`config.mk`:
```
export PLATFORM = sky130hd
export DESIGN_NAME = rf_write_arbiter
export DESIGN_NICKNAME = d
export VERILOG_FILES = /design/src/rtl/rf_write_arbiter.sv
export SDC_FILE = /design/constraint.sdc
export NUM_CORES = 1
export LEC_CHECK = 0
export ABC_CLOCK_PERIOD_IN_PS = 3430
export BUFFER_PORTS_ARGS = -buffer_cell sky130_fd_sc_hd__buf_2
export CAP_MARGIN = 30
export CORE_UTILIZATION = 49
export DETAILED_ROUTE_END_ITERATION = 16
export PLACE_DENSITY = 0.95
export SLEW_MARGIN = 20
export SYNTH_ARGS = -nofsm -noshare
export SYNTH_HDL_FRONTEND = slang
export SYNTH_SLANG_ARGS = --single-unit
```
`constraint.sdc`:
```
create_clock -name clk -period 3.43 [get_ports clk]
set_input_delay 0.686 -clock clk [delete_from_list [all_inputs] [get_ports clk]]
set_output_delay 0.686 -clock clk [all_outputs]
set_load 0.05 [all_outputs]
```
`src/rtl/rf_write_arbiter.sv`:
```
// Round-robin arbiter sharing the register-file write port between two valid/ready requesters.
// Define RF_INIT_SWEEP_EN to add a post-reset sweep that writes boot values to x1..x31.
module rf_write_arbiter #(
    parameter int DW = 32,
    parameter int AW = 5
) (
    input  logic          clk,
    input  logic          rst,
    input  logic          req0_valid,
    input  logic [AW-1:0] req0_addr,
    input  logic [DW-1:0] req0_data,
    output logic          req0_ready,
    input  logic          req1_valid,
    input  logic [AW-1:0] req1_addr,
    input  logic [DW-1:0] req1_data,
    output logic          req1_ready,
    output logic          we3,
    output logic [AW-1:0] wa3,
    output logic [DW-1:0] wd3,
    output logic          busy,
    output logic          grant
);

    logic          rr_q, rr_d;
    logic          we3_q, we3_d;
    logic [AW-1:0] wa3_q, wa3_d;
    logic [DW-1:0] wd3_q, wd3_d;
    logic          grant_q, grant_d;
    logic          sel;
    logic          acc;

`ifdef RF_INIT_SWEEP_EN
    typedef enum logic {INIT, ARB} state_e;
    state_e     state_q, state_d;
    logic [4:0] cnt_q, cnt_d;

    assign busy = (state_q == INIT);
`else
    assign busy = 1'b0;
`endif

    // sel is the requester index that would win this cycle; rr_q=1 prefers req1
    always_comb begin
        sel        = req1_valid && (!req0_valid || rr_q);
        req0_ready = !busy && req0_valid && !sel;
        req1_ready = !busy && req1_valid && sel;
        acc        = req0_ready || req1_ready;
    end

    always_comb begin
        rr_d    = rr_q;
        we3_d   = 1'b0;
        wa3_d   = wa3_q;
        wd3_d   = wd3_q;
        grant_d = grant_q;
`ifdef RF_INIT_SWEEP_EN
        state_d = state_q;
        cnt_d   = cnt_q;
        if (state_q == INIT) begin
            we3_d = 1'b1;
            wa3_d = AW'(cnt_q);
            if (cnt_q == 5'd5)
                wd3_d = DW'(32'd6);
            else if (cnt_q == 5'd9)
                wd3_d = DW'(32'h2004);
            else
                wd3_d = '0;
            cnt_d = cnt_q + 5'd1;
            if (cnt_q == 5'd31)
                state_d = ARB;
        end else
`endif
        if (acc) begin
            wa3_d   = sel ? req1_addr : req0_addr;
            wd3_d   = sel ? req1_data : req0_data;
            // x0 writes are consumed but never reach the register file
            we3_d   = (wa3_d != '0);
            grant_d = sel;
            rr_d    = !sel;
        end
    end

    always_ff @(posedge clk) begin
        if (!rst) begin
            rr_q    <= 1'b0;
            we3_q   <= 1'b0;
            wa3_q   <= '0;
            wd3_q   <= '0;
            grant_q <= 1'b0;
`ifdef RF_INIT_SWEEP_EN
            state_q <= INIT;
            cnt_q   <= 5'd1;
`endif
        end else begin
            rr_q    <= rr_d;
            we3_q   <= we3_d;
            wa3_q   <= wa3_d;
            wd3_q   <= wd3_d;
            grant_q <= grant_d;
`ifdef RF_INIT_SWEEP_EN
            state_q <= state_d;
            cnt_q   <= cnt_d;
`endif
        end
    end

    assign we3   = we3_q;
    assign wa3   = wa3_q;
    assign wd3   = wd3_q;
    assign grant = grant_q;

endmodule

```
==> results of run 1 <==
-- stage by stage --
stage / worst slack (ps) / utilization / instance area [um^2] / std cells
2_1_floorplan: 872 / - / 2290 / 201
3_3_place_gp: 1160 / 0.642 / 2840 / 352
3_5_place_dp: 1120 / 0.642 / 2840 / 352
4_1_cts: 1120 / 0.664 / 2930 / 359
5_1_grt: 1080 / 0.664 / 2930 / 359
6_report: 1120 / 0.664 / 2930 / 359
-- cell type report --
type                       instances  share of cell area
tap                               52              0.0222
clock buffer                       7              0.0329
multi-input combinational        134               0.452
inverter                           2             0.00256
timing repair buffer             124               0.217
sequential                        40               0.273
-- cells by family after synthesis --
kind of cell	after synthesis	share of synthesized area
DFF	40	0.350
AOI/OAI and AO/OA	78	0.330
muxes	31	0.185
and+or+nand+nor	24	0.0623
other	1	0.00164
buffers and inverters	27	0.0715
-- worst max-delay path, stage by stage --
cell	delay [ps]
buf_2	160
buf_4	340
inv_2	70
nor2_1	100
buf_2	260
-- worst paths after layout --
check	start	endpoint	slack [ps]
worst max register to register	rr_q$_SDFFE_PN0N_	wa3[0]$_SDFFE_PN0N_	2060
worst max-delay path	req0_valid	req0_ready	1120
worst min register to register	grant$_SDFFE_PN0N_	grant$_SDFFE_PN0N_	460
worst min-delay path	grant$_SDFFE_PN0N_	grant$_SDFFE_PN0N_	460
-- routing by layer --
layer / up-vias / GRT usage / routed length [um]
met3: 2 / 0.0548 / 363
li1: 1012 / - / -
met1: 998 / 0.269 / 2440
met5: - / 0 / 0
met4: 0 / 0.0622 / 17
met2: 84 / 0.432 / 3010
-- power breakdown --
group          switching [W]  total (W)  leakage, nW  internal [W]
clock network       0.000156   0.000335       0.0503      0.000179
registers          0.0000197   0.000523        0.333      0.000504
logic               0.000262   0.000419        0.978      0.000157
total               0.000438    0.00128         1.36      0.000839
-- Yosys cell counts --
| master | n | share of area |
|---|---|---|
| buf_4 | 2 | 0.0066 |
| o221a_1 | 31 | 0.15 |
| mux2_1 | 6 | 0.029 |
| nand2b_4 | 1 | 0.0060 |
| a211oi_2 | 6 | 0.033 |
| or4_1 | 2 | 0.0066 |
| o31a_1 | 31 | 0.12 |
| nand2_1 | 2 | 0.0033 |
| nor3b_1 | 6 | 0.020 |
| mux2_4 | 20 | 0.13 |
| o21ai_1 | 6 | 0.013 |
| inv_2 | 2 | 0.0033 |
| nand2_2 | 1 | 0.0027 |
| mux2_2 | 5 | 0.025 |
| nor2b_1 | 1 | 0.0027 |
| nand2b_1 | 1 | 0.0027 |
| nor2_1 | 8 | 0.013 |
| a211oi_1 | 2 | 0.0066 |
| buf_6 | 6 | 0.029 |
| nor2_2 | 1 | 0.0027 |
| buf_2 | 8 | 0.017 |
| clkbuf_1 | 9 | 0.015 |
| conb_1 | 1 | 0.0016 |
| a21boi_1 | 2 | 0.0066 |
| or2_1 | 1 | 0.0027 |
| dfxtp_1 | 40 | 0.35 |
-- sequential cells by signal (all words and copies together), names as in the netlist --
register  count
rr_q          1
wa3           5
we3           1
grant         1
wd3          32
==> flow_metrics.tcl, run 1 <==
set metrics [dict create \
    crit_fanout 19 \
    cap_violations 0 \
    via_per_inst 5.84 \
    antenna_found_initial 0 \
    synth_area_per_cell_um2 11.4 \
    rr_worst_depth 4 \
    p_leak_nw 1.36 \
    netlist_area_mm2 0.00229 \
    start_util 0.519 \
    layout_commonest_cell "buf_2" \
    grt_pass1_wl_um 9470 \
    diodes 0 \
    cp-end-kind "output port" \
    clockRootBuffer "clkbuf_8" \
    post-cts-setup-buffer-count 0 \
    seqCellArea_um2 801 \
    h-tree-depth 2 \
    multiInputGateArea_mm2 0.00133 \
    ctsLongestPathBuffers 2 \
    cts_tree "built" \
    io_buffers 118 \
    grt_usage 0.235 \
    first_global_vias 2124 \
    wire_per_inst_um 16.2 \
    dieWidth_um 70.4 \
    worst_slew_pin_slew_ps 736 \
    final_nets 385 \
    ant_nets 0 \
    powerDensity_mw_per_mm2 436 \
    period_minus_slack_ps 2310 \
    cts_resized 0 \
    setup_viol 0 \
    num_io_pins 120 \
    vias 2096 \
    clkSinkCount 40 \
    worst_ep_arrival_time_ps 1630 \
    hold_class "register to register" \
    run_status "finished, final reports clean" \
    fmax_mhz 433 \
    clkTransAtPathRegs_ps 80 \
    die_y_um 70.4 \
    overflow 0 \
    synthCells 201 \
    synth_warnings 0 \
    place_congestion 0.772 \
    clock_latency_ps 290 \
    drv_slew 0 \
    fin_setup_tns_ps 0 \
    coreArea_mm2 0.00441 \
    finalCritPeriodShare 0.674 \
    ys_seq_area_frac 0.350 \
    dp_hpwl_um 3950 \
    setup.worst_path.start_class "primary input" \
    holdWs_ps 456 \
    final_cell_mix "buf_2 (118), dfxtp_1 (40), o31a_1 (31), o221a_1 (31), mux2_4 (20)" \
    syn_nets 279 \
    drc 0 \
    hold_viol 0 \
    drt_iter0_drc 66 \
    cts_buffers 5 \
    relSlewSlack 0.510 \
    synth.distinct_cells 26 \
    wl_um 5830 \
    vdd_drop_max_mv 0.198 \
    dr.pass1.iters 4 \
    total_power_w 0.00128 \
    grt_max_degree 42 \
    worstPathRequired_ps 2740 \
    rows 24 \
    fillers 362 \
    rsz0062_at_grt "false" \
    ctsHoldBuffers 0 \
    whs_path_depth 2 \
    worstSetupPathType "primary input to output port" \
    die_area_mm2 0.00495 \
    syn2layout_area_growth_pct 28.0 \
    drive_gt1_frac 0.544 \
    synth-seq-cells 40 \
    clock_skew_ps 7.42 \
]
Power figures use the tool's default switching activity.
==> inputs of run 2 (changes only) <==
Settings changed: ABC_CLOCK_PERIOD_IN_PS 3430 to 2100, CORE_UTILIZATION 49 to 41, PLACE_DENSITY 0.95 to 0.89.
Clock period 3.43 ns to 2.1 ns, I/O delays scaled along.
==> flow_metrics.tcl, run 2 (synthesis gave the netlist of run 1 again) <==
set metrics [dict create \
    p_switching_w 0.000731 \
    dp_hpwl_um 4270 \
    vias 2167 \
    setup_viol 0 \
    coreArea_mm2 0.00524 \
    die_area_mm2 0.00589 \
    p_sw_frac 0.347 \
    whs_path_depth 2 \
    finalCritPeriodShare 0.786 \
    hold_start "req1_data[4]" \
    fillers 451 \
    wl_um 6310 \
    final_cell_mix "buf_2 (118), dfxtp_1 (40), o31a_1 (31), o221a_1 (31), mux2_4 (20)" \
    run_status "finished, final reports clean" \
    p_comb_frac 0.330 \
    hold_class "primary input to register" \
    rows 26 \
    dieWidth_um 76.8 \
    rr_startpoint "rr_q$_SDFFE_PN0N_" \
    clockRootBuffer "clkbuf_8" \
    worstPathRequired_ps 1680 \
    grt_max_degree 41 \
    final_nets 387 \
    power_frac_seq 0.406 \
    clock_skew_ps 4.79 \
    via_per_inst 5.72 \
    grt_pass1_wl_um 10600 \
    drc 0 \
    diodes 0 \
    drv_slew 0 \
    antenna_found_initial 0 \
    holdWs_ps 401 \
    crit_fanout 3 \
    worst_ep_arrival_time_ps 1230 \
    drt_iter0_drc 79 \
    fin_util 0.569 \
    syn2layout_area_growth_pct 30.1 \
    fmax_mhz 606 \
    slowest_stage "dfxtp_1" \
    rr_worst_depth 4 \
    r2r_end "wa3[0]$_SDFFE_PN0N_" \
    p_leak_nw 1.38 \
    cp.buffers_inverters 2 \
    setup.worst_path.start_class "register" \
    dr.pass1.iters 5 \
    cts_tree "built" \
    overflow 0 \
    cp-end-kind "output port" \
    crit_chain "nand2b_4 > nand2_2 > inv_2 > nor2_1 > buf_2" \
    clkPwrFrac 0.265 \
    hold_viol 0 \
    powerDensity_mw_per_mm2 706 \
    placed_cell_area_mm2 0.00289 \
    grt_usage 0.221 \
    largest_reg_flops 32 \
    first_global_vias 2180 \
    start_util 0.437 \
    clkTransAtPathRegs_ps 80 \
    fin_setup_tns_ps 0 \
    intPower_w 0.00138 \
    cts_resized 0 \
    worst_path_largest_cell_delay_ps 320 \
    period_minus_slack_ps 1650 \
    cp_top_family "flip-flops" \
    clock_latency_ps 280 \
    worstSetupPathType "register to output port" \
    layout_commonest_cell "buf_2" \
    design_area_mm2 0.00298 \
    hold_end "wd3[4]$_SDFFE_PN0N_" \
    cap_violations 0 \
    cts_buffers 5 \
    ant_nets 0 \
    drive_gt1_frac 0.547 \
    ctsHoldBuffers 0 \
    ctsLongestPathBuffers 2 \
    rsz0062_at_grt "false" \
    io_buffers 118 \
    cp.depth 5 \
    die_y_um 76.8 \
    post-cts-setup-buffer-count 0 \
    wire_per_inst_um 16.6 \
    clkSinkCount 40 \
    vdd_drop_max_mv 0.277 \
    ff2ff_setup_slack_ps 720 \
    place_congestion 0.774 \
    num_io_pins 120 \
    h-tree-depth 2 \
]
## run 2: changes by cell type in the layout (fill, tap and decap cells not counted)
cell | previous run | this run
buf_12 | 0 | 1
buf_4 | 6 | 7
## run 2: worst max-delay path by stage
stage,start,end
final,rr_q$_SDFFE_PN0N_,req0_ready
after global routing,rr_q$_SDFFE_PN0N_,req0_ready
after CTS,rr_q$_SDFFE_PN0N_,req0_ready
after detailed placement,req0_valid,wa3[3]$_SDFFE_PN0N_
after global placement,req0_valid,wd3[21]$_SDFFE_PN0N_
after floorplan,req0_valid,req0_ready
## run 2: per-layer routing
| layer | routed length (um) | track usage | part of all wire |
|---|---|---|---|
| met4 | 46 | 0.0615 | 0.0073 |
| met1 | 2800 | 0.258 | 0.44 |
| met3 | 331 | 0.0571 | 0.052 |
| met5 | 0 | 0 | 0 |
| met2 | 3130 | 0.395 | 0.50 |
## run 2: cell type report
type                    count  area (um^2)  area share
inverters                   2         7.51     0.00252
flip-flops and latches     40          801       0.269
clock buffers               7         96.3      0.0323
well taps                  70         87.6      0.0294
repair buffers            126          663       0.222
multi-input cells         134         1330       0.445
## run 2: metrics by stage
step / cells / setup slack (ps) / power (W)
finish: 379 / 450 / 0.00211
global route: 379 / 354 / 0.00220
CTS: 379 / 408 / 0.00212
detailed placement: 372 / 408 / 0.00157
global placement: 372 / 470 / 0.00155
floorplan: 201 / 74.0 / 0.00138
## run 2: power by group through the flow
stage	registers (W)	logic [W]	clock network, W
floorplan	0.00109	0.000292	0
global placement	0.000870	0.000681	0
detailed placement	0.000870	0.000696	0
CTS	0.000854	0.000697	0.000573
global route	0.000862	0.000735	0.000605
finish	0.000855	0.000694	0.000558
## run 2: worst register-to-register path, stage by stage (launching register included)
cell	delay (ps)
dfxtp_1	330
buf_4	340
nor2b_1	200
nor3b_1	300
a211oi_2	70
